`src/rtl/uart_tx_if.sv`:
```
// Host-side bundle of the UART transmitter: push port, CTS input,
// serial line and FIFO status. The transmitter takes the slave side.
interface uart_tx_if #(
  parameter int DataLength = 8,
  parameter int FifoDepth  = 8
);
  logic [DataLength-1:0]              tx_data;
  logic                               tx_req;
  logic                               cts;
  logic                               tx;
  logic                               tx_busy;
  logic                               tx_full;
  logic                               tx_empty;
  logic                               tx_ovf;
  logic [$clog2(FifoDepth+1)-1:0]     fifo_count;

  modport master (
    output tx_data, tx_req, cts,
    input  tx, tx_busy, tx_full, tx_empty, tx_ovf, fifo_count
  );

  modport slave (
    input  tx_data, tx_req, cts,
    output tx, tx_busy, tx_full, tx_empty, tx_ovf, fifo_count
  );
endinterface

```
`src/rtl/uart_tx_core.sv`:
```
// UART transmitter: push FIFO feeding a start/data/stop serialiser.
// Frames are LSB first with one stop bit; CTS is only consulted
// between frames, so a frame in flight always completes.
module uart_tx_core #(
  parameter int DataLength      = 8,
  parameter int FifoDepth       = 8,
  parameter int BaudRate        = 115200,
  parameter int SystemClockFreq = 50_000_000
) (
  input  logic     i_clk,
  input  logic     i_rst_n,
  uart_tx_if.slave bus
);
  localparam int BitCycles = SystemClockFreq / BaudRate;
  localparam int CntW      = $clog2(FifoDepth + 1);
  localparam int PtrW      = $clog2(FifoDepth);
  localparam int BaudW     = (BitCycles > 1) ? $clog2(BitCycles) : 1;
  localparam int BitW      = $clog2(DataLength + 1);

  localparam logic [BaudW-1:0] BaudLast = BaudW'(BitCycles - 1);
  localparam logic [BitW-1:0]  BitLast  = BitW'(DataLength - 1);
  localparam logic [CntW-1:0]  Depth    = CntW'(FifoDepth);

  typedef enum logic [1:0] {IDLE, START, DATA, STOP} state_t;

  state_t                state;
  logic [DataLength-1:0] mem [FifoDepth];
  logic [PtrW-1:0]       wr_ptr;
  logic [PtrW-1:0]       rd_ptr;
  logic [CntW-1:0]       count;
  logic [CntW-1:0]       count_next;
  logic                  full_q;
  logic                  empty_q;
  logic                  ovf_q;
  logic [DataLength-1:0] shift_reg;
  logic [BaudW-1:0]      baud_cnt;
  logic [BitW-1:0]       bit_cnt;
  logic                  tx_q;
  logic                  busy_q;
  logic                  push_ok;
  logic                  pop;
  logic                  baud_end;

  // A push into a full FIFO is dropped even if a pop frees a slot this cycle.
  assign push_ok  = bus.tx_req && (count != Depth);
  assign pop      = (state == IDLE) && (count != '0) && bus.cts;
  assign baud_end = (baud_cnt == BaudLast);

  // Occupancy after this edge; full/empty are registered from it.
  always_comb begin
    count_next = count;
    if (push_ok && !pop) begin
      count_next = count + CntW'(1);
    end else if (pop && !push_ok) begin
      count_next = count - CntW'(1);
    end
  end

  // FIFO storage; contents need no reset since count gates every read.
  always_ff @(posedge i_clk) begin
    if (push_ok) begin
      mem[wr_ptr] <= bus.tx_data;
    end
  end

  // FIFO pointers, occupancy and status flags.
  always_ff @(posedge i_clk or negedge i_rst_n) begin
    if (!i_rst_n) begin
      wr_ptr  <= '0;
      rd_ptr  <= '0;
      count   <= '0;
      full_q  <= 1'b0;
      empty_q <= 1'b1;
      ovf_q   <= 1'b0;
    end else begin
      if (push_ok) wr_ptr <= wr_ptr + PtrW'(1);
      if (pop)     rd_ptr <= rd_ptr + PtrW'(1);
      count   <= count_next;
      full_q  <= (count_next == Depth);
      empty_q <= (count_next == '0);
      ovf_q   <= bus.tx_req && (count == Depth);
    end
  end

  // Frame sequencer; o_tx is a flop so the line never glitches.
  always_ff @(posedge i_clk or negedge i_rst_n) begin
    if (!i_rst_n) begin
      state     <= IDLE;
      shift_reg <= '0;
      baud_cnt  <= '0;
      bit_cnt   <= '0;
      tx_q      <= 1'b1;
      busy_q    <= 1'b0;
    end else begin
      case (state)
        IDLE: begin
          tx_q   <= 1'b1;
          busy_q <= 1'b0;
          if (pop) begin
            shift_reg <= mem[rd_ptr];
            baud_cnt  <= '0;
            bit_cnt   <= '0;
            tx_q      <= 1'b0;
            busy_q    <= 1'b1;
            state     <= START;
          end
        end
        START: begin
          if (baud_end) begin
            baud_cnt <= '0;
            tx_q     <= shift_reg[0];
            state    <= DATA;
          end else begin
            baud_cnt <= baud_cnt + BaudW'(1);
          end
        end
        DATA: begin
          if (baud_end) begin
            baud_cnt <= '0;
            if (bit_cnt == BitLast) begin
              tx_q  <= 1'b1;
              state <= STOP;
            end else begin
              bit_cnt   <= bit_cnt + BitW'(1);
              shift_reg <= shift_reg >> 1;
              tx_q      <= shift_reg[1];
            end
          end else begin
            baud_cnt <= baud_cnt + BaudW'(1);
          end
        end
        STOP: begin
          if (baud_end) begin
            baud_cnt <= '0;
            busy_q   <= 1'b0;
            state    <= IDLE;
          end else begin
            baud_cnt <= baud_cnt + BaudW'(1);
          end
        end
        default: state <= IDLE;
      endcase
    end
  end

  assign bus.tx         = tx_q;
  assign bus.tx_busy    = busy_q;
  assign bus.tx_full    = full_q;
  assign bus.tx_empty   = empty_q;
  assign bus.tx_ovf     = ovf_q;
  assign bus.fifo_count = count;
endmodule

```
`src/flat_wrapper.sv`:
```
// flat-port wrapper written by rule: the top's interface ports become plain ports
module uart_tx_core_flat 
#(
  parameter int DataLength      = 8,
  parameter int FifoDepth       = 8,
  parameter int BaudRate        = 115200,
  parameter int SystemClockFreq = 50_000_000
)
  (i_clk, i_rst_n, bus_tx_data, bus_tx_req, bus_cts, bus_tx, bus_tx_busy, bus_tx_full, bus_tx_empty, bus_tx_ovf, bus_fifo_count);
  uart_tx_if #(.DataLength(DataLength), .FifoDepth(FifoDepth)) bus_i ();
  input  logic i_clk;
  input  logic i_rst_n;
  input wire logic [$bits(bus_i.tx_data)-1:0] bus_tx_data;
  input wire logic [$bits(bus_i.tx_req)-1:0] bus_tx_req;
  input wire logic [$bits(bus_i.cts)-1:0] bus_cts;
  output wire logic [$bits(bus_i.tx)-1:0] bus_tx;
  output wire logic [$bits(bus_i.tx_busy)-1:0] bus_tx_busy;
  output wire logic [$bits(bus_i.tx_full)-1:0] bus_tx_full;
  output wire logic [$bits(bus_i.tx_empty)-1:0] bus_tx_empty;
  output wire logic [$bits(bus_i.tx_ovf)-1:0] bus_tx_ovf;
  output wire logic [$bits(bus_i.fifo_count)-1:0] bus_fifo_count;
  assign bus_i.tx_data = bus_tx_data;
  assign bus_i.tx_req = bus_tx_req;
  assign bus_i.cts = bus_cts;
  assign bus_tx = bus_i.tx;
  assign bus_tx_busy = bus_i.tx_busy;
  assign bus_tx_full = bus_i.tx_full;
  assign bus_tx_empty = bus_i.tx_empty;
  assign bus_tx_ovf = bus_i.tx_ovf;
  assign bus_fifo_count = bus_i.fifo_count;
  uart_tx_core #(.DataLength(DataLength), .FifoDepth(FifoDepth), .BaudRate(BaudRate), .SystemClockFreq(SystemClockFreq)) u_core (.i_clk(i_clk), .i_rst_n(i_rst_n), .bus(bus_i));
endmodule
```
`config.mk`:
```
export PLATFORM = sky130hd
export DESIGN_NAME = uart_tx_core_flat
export DESIGN_NICKNAME = d
export VERILOG_FILES = /design/src/rtl/uart_tx_if.sv /design/src/rtl/uart_tx_core.sv /design/src/flat_wrapper.sv
export SDC_FILE = /design/constraint.sdc
export NUM_CORES = 1
export LEC_CHECK = 0
export ABC_AREA = 1
export BUFFER_PORTS_ARGS = -buffer_cell sky130_fd_sc_hd__buf_4
export CELL_PAD_IN_SITES_DETAIL_PLACEMENT = 2
export CELL_PAD_IN_SITES_GLOBAL_PLACEMENT = 2
export CORE_MARGIN = 3
export CORE_UTILIZATION = 40
export DETAILED_ROUTE_END_ITERATION = 12
export PLACE_DENSITY_LB_ADDON = 0.08
export REMOVE_ABC_BUFFERS = 1
export SETUP_SLACK_MARGIN = 0.1
export SYNTH_ARGS = -nofsm -noshare
export SYNTH_HDL_FRONTEND = slang
export SYNTH_SLANG_ARGS = --single-unit
```
`constraint.sdc`:
```
create_clock -name i_clk -period 2.5 [get_ports i_clk]
set_clock_uncertainty 0.1 [all_clocks]
set_input_delay 0 -clock i_clk [delete_from_list [all_inputs] [get_ports i_clk]]
set_output_delay 0 -clock i_clk [all_outputs]
set_load 0.02 [all_outputs]
```
==> metrics.md, run 1 <==
| Metric | Value |
|---|---|
| Avg Synthesized Cell Area | `10.00 um^2` |
| Die area | `13040 um^2` |
| IO Port Bufs | `20` |
| CTS root buf | `clkbuf_16` |
| Routed Antenna Nets | `0` |
| Share of cells above drive strength 1 | `14.73%` |
| Pre-Repair DR Iteration Count | `4` |
| Largest family of logic cells by synthesized area | `simple AND/OR/NAND/NOR gates` |
| Crit end category | `flop` |
| Die Ht | `114.2 um` |
| Pwr/cell area | `1217 nW/um^2` |
| DP Wirelength | `8565 um` |
| Layout fillers | `1167` |
| Worst R2R Setup Slack | `0.33 ns` |
| Multiplexer area fraction after synthesis | `0%` |
| Critical-path top delay cell | `dfrtp_1` |
| Worst-margin pin slew | `0.5769 ns` |
| Drt initial violations | `114` |
| WHS | `0.05444 ns` |
| Core area | `11130 um^2` |
| FMAX | `460.1 MHz` |
| Seq/Total Area, Yosys | `61.43%` |
| Finished layout cell area | `5411 um^2` |
| CTS Buf Count | `9` |
| Initial antenna violation count | `0` |
| Min Tclk post-route | `2.173 ns` |
| Adder-cell area share of the yosys netlist | `3.208%` |
| Mapped Area | `4681 um^2` |
| Crit path kind | `flop to flop` |
| Inserted Diodes | `0` |
| Number of synthesized flops with an enable pin | `64` |
| TNS Setup | `0 ns` |
| Status | `complete, no violations` |
| R2R Path Start | `u_core.state[0]` |
| Chip Width | `114.2 um` |
| Synth unique cells | `35` |
| Worst-path clk slew | `0.07 ns` |
| Post-Synth XOR/XNOR Area | `0.7485%` |
| Setup Viol. Count Final | `0` |
| Global route overflow | `0` |
| Gr usage total | `21.09%` |
| Drt drc | `0` |
| Yosys warns | `0` |
| Worst path arrival time | `2.37 ns` |
| Placed insts | `623` |
| MaxCap Viol Count | `0` |
| Routability Congestion | `0.7336` |
| Most common cell on crit path | `nand2_1` |
| Cell Rows | `38` |
| Async SR Flop Fraction | `37.25%` |
| Initial Util | `42.07%` |
| Max-slew violations | `0` |
| Setup Fix Bufs, Post-CTS | `0` |
| Worst r2r path cells | `10` |
| Synth Register Bits | `102` |
| Wirelength per Cell | `19.41 um` |
| CTS max path bufs | `2` |
| Area of placed instances | `4991 um^2` |
| Worst vdd rail ir drop | `0.5851 mV` |
| Max reg flops | `64` |
| CP required | `2.69 ns` |
| Leakage Power | `2.290 nW` |
| Relative slew slack | `61.49%` |
| Area delta synth->final | `15.61%` |
| CTS tree | `yes` |
| Worst Path Max Fanout | `24` |
| CP startpoint | `u_core.state[0]` |
| Clk sink count | `102` |
| Via count | `3450` |
| Compound-cell area share of the yosys netlist | `8.260%` |
| Share of the clock period used by the worst path | `86.94%` |
| Nets | `528` |
| Cells after Synth | `468` |
| HP Class | `input port to asynchronous set/reset pin` |
| Vias in the first global route | `3861` |
| Drt via density | `5.316` |
| Terminus of the critical flop-to-flop path | `u_core.shift_reg[3]` |
| H-tree levels | `3` |
| Later-pin clock latency in the skew report | `0.36 ns` |
| First-pass GRT wire length | `21050 um` |
| Routed WL | `12600 um` |
| Largest net degree at the start of global routing | `39` |
| Top FF cell, synth | `edfxtp_1` |
| Boundary Pins | `21` |
| Simple-gate share of the synthesized area | `21.25%` |
| Worst setup SP type | `flop` |
| Final hold viol count | `0` |
| RSZ-0062 raised after global routing | `false` |
| Critical Path Max Stage Delay | `0.43 ns` |
| Post-Layout Cell Count | `649` |
| CP cell instances | `inv_1 > ha_1 > nand2_1 > clkinv_1 > nand2_4 > nand2_4 > nand3_4 > nor2_1 > nand2_1 > nand2_1` |
[synth_stat cells, types with 2 or more instances]
cell type,n,share of area (%)
o21ai_1,8,0.86
buf_2,6,0.64
inv_4,2,0.27
o21ai_0,38,4.1
nor2_2,2,0.27
ha_1,12,3.2
nand2_4,3,0.72
clkbuf_1,5,0.40
inv_1,30,2.4
nand2_1,110,8.8
inv_2,3,0.24
xor2_1,4,0.75
nand3_1,28,3.0
or2_2,4,0.53
nor2_1,63,5.1
buf_6,3,0.72
dfrtp_1,36,19
nor3_1,4,0.43
clkinv_1,2,0.16
nand4_1,3,0.40
o21ai_2,4,0.75
nand2_2,2,0.27
o22ai_1,13,1.7
dfstp_2,2,1.1
nand3_2,4,0.86
a21oi_1,5,0.53
edfxtp_1,64,41
[area by class of cell]
| type | instances | area [um^2] | area share (%) |
|---|---|---|---|
| clock buffers | 9 | 225.2 | 4.162 |
| clock inverters | 7 | 95.09 | 1.757 |
| inverters | 38 | 148.9 | 2.751 |
| multi-input cells | 313 | 1567 | 28.95 |
| flip-flops and latches | 102 | 2875 | 53.13 |
| well taps | 140 | 175.2 | 3.237 |
| repair buffers | 40 | 325.3 | 6.012 |
[logic make-up (layout without fill, tap and decap cells)]
kind of cell | after synthesis | in the layout
AND/OR/NAND/NOR | 227 | 227
flip-flops | 102 | 102
adder cells (fa/ha/maj) | 12 | 12
XOR/XNOR | 4 | 4
AO/OA/AOI/OAI | 70 | 70
buffers and inverters | 53 | 94
[worst max-delay path by stage]
stage	to	slack, ns	cells after the start
floorplan	u_core.mem[4][0]	0.32	6
global placement	u_core.mem[2][6]	0.48	7
detailed placement	u_core.shift_reg[3]	0.36	10
CTS	u_core.shift_reg[3]	0.29	10
global route	u_core.shift_reg[3]	0.12	10
finish	u_core.shift_reg[3]	0.33	10
[cells in the final DEF (no fill, tap or decap), types with 3 or more instances in the layout]
master | Yosys | final
ha_1 | 12 | 12
dfrtp_1 | 36 | 36
o21ai_1 | 8 | 8
or2_2 | 4 | 4
inv_2 | 3 | 3
edfxtp_1 | 64 | 64
a21oi_1 | 5 | 5
nor2_1 | 63 | 63
nand2_1 | 110 | 110
o21ai_0 | 38 | 38
clkbuf_16 | 0 | 9
nand4_1 | 3 | 3
dlygate4sd3_1 | 0 | 10
nand3_2 | 4 | 4
o21ai_2 | 4 | 4
inv_1 | 30 | 30
o22ai_1 | 13 | 13
nand2_4 | 3 | 3
nand3_1 | 28 | 28
xor2_1 | 4 | 4
inv_6 | 0 | 3
nor3_1 | 4 | 4
buf_4 | 1 | 30
[metal layers]
metal | share of wire [%] | vias to the layer above | global-route usage [%]
li1 | - | 1641 | -
met1 | 47 | 1769 | 27.66
met2 | 50 | 34 | 35.28
met3 | 2.3 | 6 | 4.810
met4 | 0.96 | 0 | 5.780
met5 | 0 | - | 0
[stage by stage]
step | utilization, % | setup WS, ns | power [W]
after floorplan | - | 0.3160 | 0.004100
after global placement | 44.86 | 0.4783 | 0.004893
after detailed placement | 44.86 | 0.3570 | 0.005084
after CTS | 48.64 | 0.2921 | 0.006662
after global routing | 48.64 | 0.1235 | 0.007111
final | 48.64 | 0.3266 | 0.006584
[report_power, final]
part / switching, W / total (W) / internal (W)
clock: 0.000703 / 0.00151 / 0.000811
combinational: 0.00183 / 0.00265 / 0.000821
sequential: 0.000255 / 0.00242 / 0.00217
[what timing repair did]
action,4_1_cts,5_1_grt
setup endpoints to repair,0,0
hold buffers,10,0
endpoints found under the hold margin,105,0
resized for setup,0,0
[critical path: cells and delay by family (launching register included)]
kind | cells | cell delay (ns)
adder cells (fa/ha/maj) | 1 | 0.32
AND/OR/NAND/NOR | 7 | 1.03
flip-flops | 1 | 0.43
buffers and inverters | 2 | 0.22
(Power assumes the default switching activity.)
==> run 2: changes to the inputs <==
==> constraint.sdc (replaced) <==
create_clock -name i_clk -period 2.7 [get_ports i_clk]
set_clock_uncertainty 0.1 [all_clocks]
set_input_delay 0 -clock i_clk [delete_from_list [all_inputs] [get_ports i_clk]]
set_output_delay 0 -clock i_clk [all_outputs]
set_load 0.02 [all_outputs]
==> metrics.md, run 2 (synthesis gave the netlist of run 1 again) <==
| Metric | Value |
|---|---|
| Later-pin clock latency in the skew report | `0.35 ns` |
| Setup Fix Bufs, Post-CTS | `0` |
| Leading cell type in the layout, fill and taps excluded | `nand2_1` |
| Max reg flops | `64` |
| CTS tree | `yes` |
| CTS Buf Count | `9` |
| M1 WL | `5801 um` |
| Layout fillers | `1162` |
| Worst-margin pin slew | `0.6940 ns` |
| Status | `complete, no violations` |
| Routed Antenna Nets | `0` |
| Die Ht | `114.2 um` |
| Worst-path clk slew | `0.07 ns` |
| Area delta synth->final | `15.29%` |
| Sequential Area | `2875 um^2` |
| Worst path arrival time | `2.24 ns` |
| Via count | `3445` |
| Worst Path Max Fanout | `8` |
| Final hold viol count | `0` |
| Initial antenna violation count | `0` |
| Dpl ws | `0.2872 ns` |
| Setup slack after layout | `0.3404 ns` |
| IO Port Bufs | `20` |
| Met3 wire length | `423 um` |
| Routability Congestion | `0.7774` |
| HP Class | `input port to asynchronous set/reset pin` |
| Max-slew violations | `0` |
| Pwr/cell area | `1139 nW/um^2` |
| Pre-Repair DR Iteration Count | `4` |
| RSZ-0062 raised after global routing | `false` |
| FMAX | `423.8 MHz` |
| Gr usage total | `21.32%` |
| CP startpoint | `u_core.bus.fifo_count[0]` |
| Setup Viol. Count Final | `0` |
| Core area | `11130 um^2` |
| Relative slew slack | `53.56%` |
| CTS root buf | `clkbuf_16` |
| Worst vdd rail ir drop | `0.5786 mV` |
| Clk sink count | `102` |
| Global route overflow | `0` |
| CTS max path bufs | `2` |
| MaxCap Viol Count | `0` |
| H-tree levels | `3` |
| Cell Rows | `38` |
| Crit end category | `flop` |
| TNS Setup | `0 ns` |
| Worst setup SP type | `flop` |
| CP required | `2.58 ns` |
| Most frequent cells in the layout | `nand2_1 (110), edfxtp_1 (64), nor2_1 (63), o21ai_0 (38), dfrtp_1 (36)` |
| First-pass GRT wire length | `21130 um` |
| Crit path kind | `flop to flop` |
| Highest Signal Layer | `met4` |
| Nets | `525` |
| Min Tclk post-route | `2.360 ns` |
| Initial Util | `42.07%` |
| Inserted Diodes | `0` |
| Die area | `13040 um^2` |
| Drt initial violations | `181` |
| Metal2 WL | `6518 um` |
| Share of cells above drive strength 1 | `14.03%` |
| Leakage Power | `2.273 nW` |
| Chip Width | `114.2 um` |
| Share of the clock period used by the worst path | `87.39%` |
| Vias in the first global route | `3824` |
| Routed WL | `12870 um` |
| Drt via density | `5.333` |
| Multi-input logic area | `1567 um^2` |
| Largest net degree at the start of global routing | `39` |
| R2R Path Start | `u_core.bus.fifo_count[0]` |
| Wirelength per Cell | `19.92 um` |
| DP Wirelength | `8636 um` |
| Boundary Pins | `21` |
| Drt drc | `0` |
[run 2: cell count changes in the layout (fill, tap and decap cells not counted)]
| cell | previous run | this run |
|---|---|---|
| clkinvlp_4 | 0 | 1 |
| inv_6 | 3 | 1 |
| clkinv_8 | 1 | 0 |
| buf_4 | 30 | 27 |
| clkinv_1 | 2 | 3 |
| bufinv_16 | 1 | 2 |
[run 2: layer usage]
| layer | track usage (%) | vias to the layer above |
|---|---|---|
| met5 | 0 | - |
| met4 | 4.751 | 0 |
| met3 | 4.123 | 9 |
| met2 | 37.16 | 41 |
| met1 | 27.60 | 1756 |
| li1 | - | 1639 |
[run 2: final timing paths]
kind                                  endpoint  slack (ns)  depth (start not counted)
max in group asynchronous  u_core.bus.tx_empty        2.05                          2
min reg2reg                u_core.shift_reg[2]        0.39                          2
min                        u_core.shift_reg[5]        0.06                          2
max                           u_core.mem[4][1]        0.34                          6
min in group i_clk            u_core.rd_ptr[0]        0.10                          5
max reg2reg                   u_core.mem[4][1]        0.34                          6
[run 2: layout make-up]
class	instances	share of cell area, %
flip-flops and latches	102	53.28
multi-input cells	313	29.03
repair buffers	37	5.611
clock buffers	9	4.173
well taps	140	3.246
inverters	38	2.759
clock inverters	7	1.901
[run 2: through the flow]
| stage | total power (W) | cells | hold slack (ns) | area [um^2] | util (%) |
|---|---|---|---|---|---|
| final | 0.006147 | 646 | 0.06214 | 5396 | 48.50 |
| after global routing | 0.006646 | 646 | 0.09855 | 5396 | 48.50 |
| after CTS | 0.006231 | 646 | 0.08751 | 5396 | 48.50 |
| after detailed placement | 0.004688 | 620 | -0.08629 | 4969 | 44.66 |
| after global placement | 0.004521 | 620 | -0.08220 | 4969 | 44.66 |
| after floorplan | 0.003797 | 453 | -0.3956 | 4591 | - |
[run 2: repair_timing]
item	4_1_cts	5_1_grt
endpoints found under the hold margin	105	0
gates resized for setup	0	0
hold buffers	10	0
endpoints found under the setup margin	0	0
[run 2: critical path: stages (launching register included)]
cell and delay, ns:
dfrtp_1 0.45, inv_1 0.09, ha_1 0.25, nand3_2 0.12, nand2_4 0.08, or2_2 0.34
nor2_1 0.55
[run 2: power by group]
group	internal (W)	total, W	switching (W)
logic	0.000751	0.00244	0.00169
clock network	0.000827	0.00145	0.000623
registers	0.00201	0.00225	0.000245
==> run 3: changes to the inputs <==
--- a/config.mk
+++ b/config.mk
@@ -5,7 +5,6 @@
 export SDC_FILE = /design/constraint.sdc
 export NUM_CORES = 1
 export LEC_CHECK = 0
-export ABC_AREA = 1
 export BUFFER_PORTS_ARGS = -buffer_cell sky130_fd_sc_hd__buf_4
 export CELL_PAD_IN_SITES_DETAIL_PLACEMENT = 2
 export CELL_PAD_IN_SITES_GLOBAL_PLACEMENT = 2
==> metrics.md, run 3 <==
| Metric | Value |
|---|---|
| Worst-margin pin slew | `0.5072 ns` |
| Worst path bufs/invs | `1` |
| R2R Path Start | `u_core.bus.fifo_count[0]` |
| Max reg flops | `64` |
| Busiest grt layer | `met2` |
| Wirelength per Cell | `19.97 um` |
| Relative slew slack | `66.19%` |
| Boundary Pins | `21` |
| Synth unique cells | `51` |
| CP delay by family, top | `compound AO/OA/AOI/OAI gates` |
| Routed WL | `10310 um` |
| Leakage Power | `1.974 nW` |
| CTS root buf | `clkbuf_16` |
| Worst setup SP type | `flop` |
| Critical Path Max Stage Delay | `0.44 ns` |
| CTS Buf Count | `9` |
| CTS max path bufs | `2` |
| Via count | `2793` |
| Later-pin clock latency in the skew report | `0.35 ns` |
| Multi-input logic area | `1553 um^2` |
| Min Tclk post-route | `2.274 ns` |
| Final hold viol count | `0` |
| Worst vdd rail ir drop | `0.4304 mV` |
| Power Total | `0.004028 W` |
| Cts repair resizes | `0` |
| FMAX | `439.7 MHz` |
| TNS Setup | `0 ns` |
| Most frequent cells in the layout | `edfxtp_1 (64), nand2_1 (39), dfrtp_1 (36), buf_4 (34), o21ai_0 (30)` |
| First-pass GRT wire length | `17260 um` |
| M1 GR Usage | `23.22%` |
| Clk sink count | `102` |
| Area delta synth->final | `16.64%` |
| Top FF cell, synth | `edfxtp_1` |
| Initial Util | `41.46%` |
| Global route overflow | `0` |
| Status | `complete, no violations` |
| Pwr/cell area | `761.5 nW/um^2` |
| Inserted Diodes | `0` |
| Setup Fix Bufs, Post-CTS | `0` |
| Setup Viol. Count Final | `0` |
| Initial antenna violation count | `0` |
| CP required | `2.84 ns` |
| Dpl ws | `0.4332 ns` |
| Top-area cell type share of the netlist area | `42.38%` |
| Drt initial violations | `105` |
| Number of synthesized flops with an enable pin | `64` |
| H-tree levels | `3` |
| Die Ht | `112.5 um` |
| Mapped Area | `4534 um^2` |
| Worst Path Max Fanout | `20` |
| Share of the clock period used by the worst path | `84.23%` |
| Nets | `395` |
| Met3 GRT Util | `3.558%` |
| Cells after Synth | `327` |
| Drt drc | `0` |
| Avg Synthesized Cell Area | `13.87 um^2` |
| Vias in the first global route | `3134` |
| CP startpoint | `u_core.bus.fifo_count[0]` |
| DP Wirelength | `6774 um` |
| Cell Rows | `38` |
| Share of cells above drive strength 1 | `21.01%` |
| Worst path arrival time | `2.42 ns` |
| Synth Register Bits | `102` |
| IO Port Bufs | `20` |
| Top-count cell post-synth | `edfxtp_1` |
| Largest net degree at the start of global routing | `39` |
| Crit end category | `flop` |
| Setup slack after layout | `0.4259 ns` |
| Max-slew violations | `0` |
| Drt via density | `5.413` |
| MaxCap Viol Count | `0` |
| Die area | `12650 um^2` |
| Cts hold-fix bufs | `11` |
| Crit path kind | `flop to flop` |
| Pre-Repair DR Iteration Count | `4` |
| Routability Congestion | `0.7807` |
| Core area | `10940 um^2` |
| CP cell instances | `inv_1 > ha_1 > or3b_4 > a21oi_4 > a21o_2 > a21oi_1 > a22o_1` |
| Seq/Total Area, Yosys | `63.41%` |
| Yosys warns | `0` |
| RSZ-0062 raised after global routing | `false` |
| Leading cell type in the layout, fill and taps excluded | `edfxtp_1` |
| Sequential Area | `2875 um^2` |
| Most instantiated cells after synthesis | `edfxtp_1 (64), nand2_1 (39), dfrtp_1 (36), o21ai_0 (30), nor2_1 (20)` |
| HP Class | `input port to asynchronous set/reset pin` |
| Critical-path top delay cell | `dfrtp_1` |
| CTS tree | `yes` |
| Layout fillers | `1038` |
| Gr usage total | `17.84%` |
| Area contributors post-synth | `edfxtp_1 (42%), dfrtp_1 (20%), mux4_2 (7.9%)` |
| Met2 usage | `30.27%` |
| Async SR Flop Fraction | `37.25%` |
| Worst-path clk slew | `0.08 ns` |
| Routed Antenna Nets | `0` |
| Yosys top cell by area | `edfxtp_1` |
| Chip Width | `112.5 um` |
## run 3: cell count changes in the layout (fill, tap and decap cells not counted), sizes merged, moves of 16 or more
| cell | delta |
|---|---|
| o21ai | -19 |
| nand2 | -76 |
| nor2 | -44 |
| mux4 | +16 |
| inv | -24 |
| nand3 | -28 |
## run 3: kinds of logic after synthesis
| logic type | after synthesis | share of synthesized area, % |
|---|---|---|
| flip-flops | 102 | 63.41 |
| AO/OA/AOI/OAI | 58 | 7.920 |
| XOR/XNOR | 5 | 0.9657 |
| AND/OR/NAND/NOR | 100 | 11.18 |
| adder cells (fa/ha/maj) | 12 | 3.311 |
| buffers and inverters | 21 | 2.345 |
| multiplexers | 29 | 10.87 |
## run 3: routing by layer
layer,vias up,share of wire (%)
met3,12,2.2
met4,0,1.4
met2,27,51
met1,1442,45
li1,1312,-
met5,-,0
## run 3: power by group
group	leakage (nW)	internal (W)	total, W	switching, W
combinational	0.767	0.000312	0.000732	0.000420
clock	0.142	0.000651	0.00127	0.000617
sequential	1.07	0.00188	0.00203	0.000145
## run 3: per-stage QoR
step | utilization (%) | cells | instance area (um^2) | hold WS (ns)
4_1_cts | 48.36 | 516 | 5289 | 0.06744
6_report | 48.36 | 516 | 5289 | 0.06149
3_5_place_dp | 44.74 | 489 | 4892 | -0.09158
3_3_place_gp | 44.74 | 489 | 4892 | -0.08229
2_1_floorplan | - | 315 | 4462 | -0.3956
5_1_grt | 48.36 | 516 | 5289 | 0.1082
## run 3: cell type report
type	instances	area share [%]
Clock buffer	10	4.329
Inverter	9	0.6388
Timing Repair Buffer	45	6.908
Clock inverter	6	1.088
Sequential cell	102	54.36
Multi-Input combinational cell	204	29.36
Tap cell	140	3.312
## run 3: worst paths after layout
path                                  endpoint  slack, ns  cells past startpoint
min                         u_core.baud_cnt[5]       0.06                      2
max in group asynchronous  u_core.bus.tx_empty       2.07                      2
min reg2reg                 u_core.baud_cnt[8]       0.38                      1
max                        u_core.shift_reg[0]       0.43                      7
min in group i_clk            u_core.mem[0][6]       0.32                      2
max reg2reg                u_core.shift_reg[0]       0.43                      7
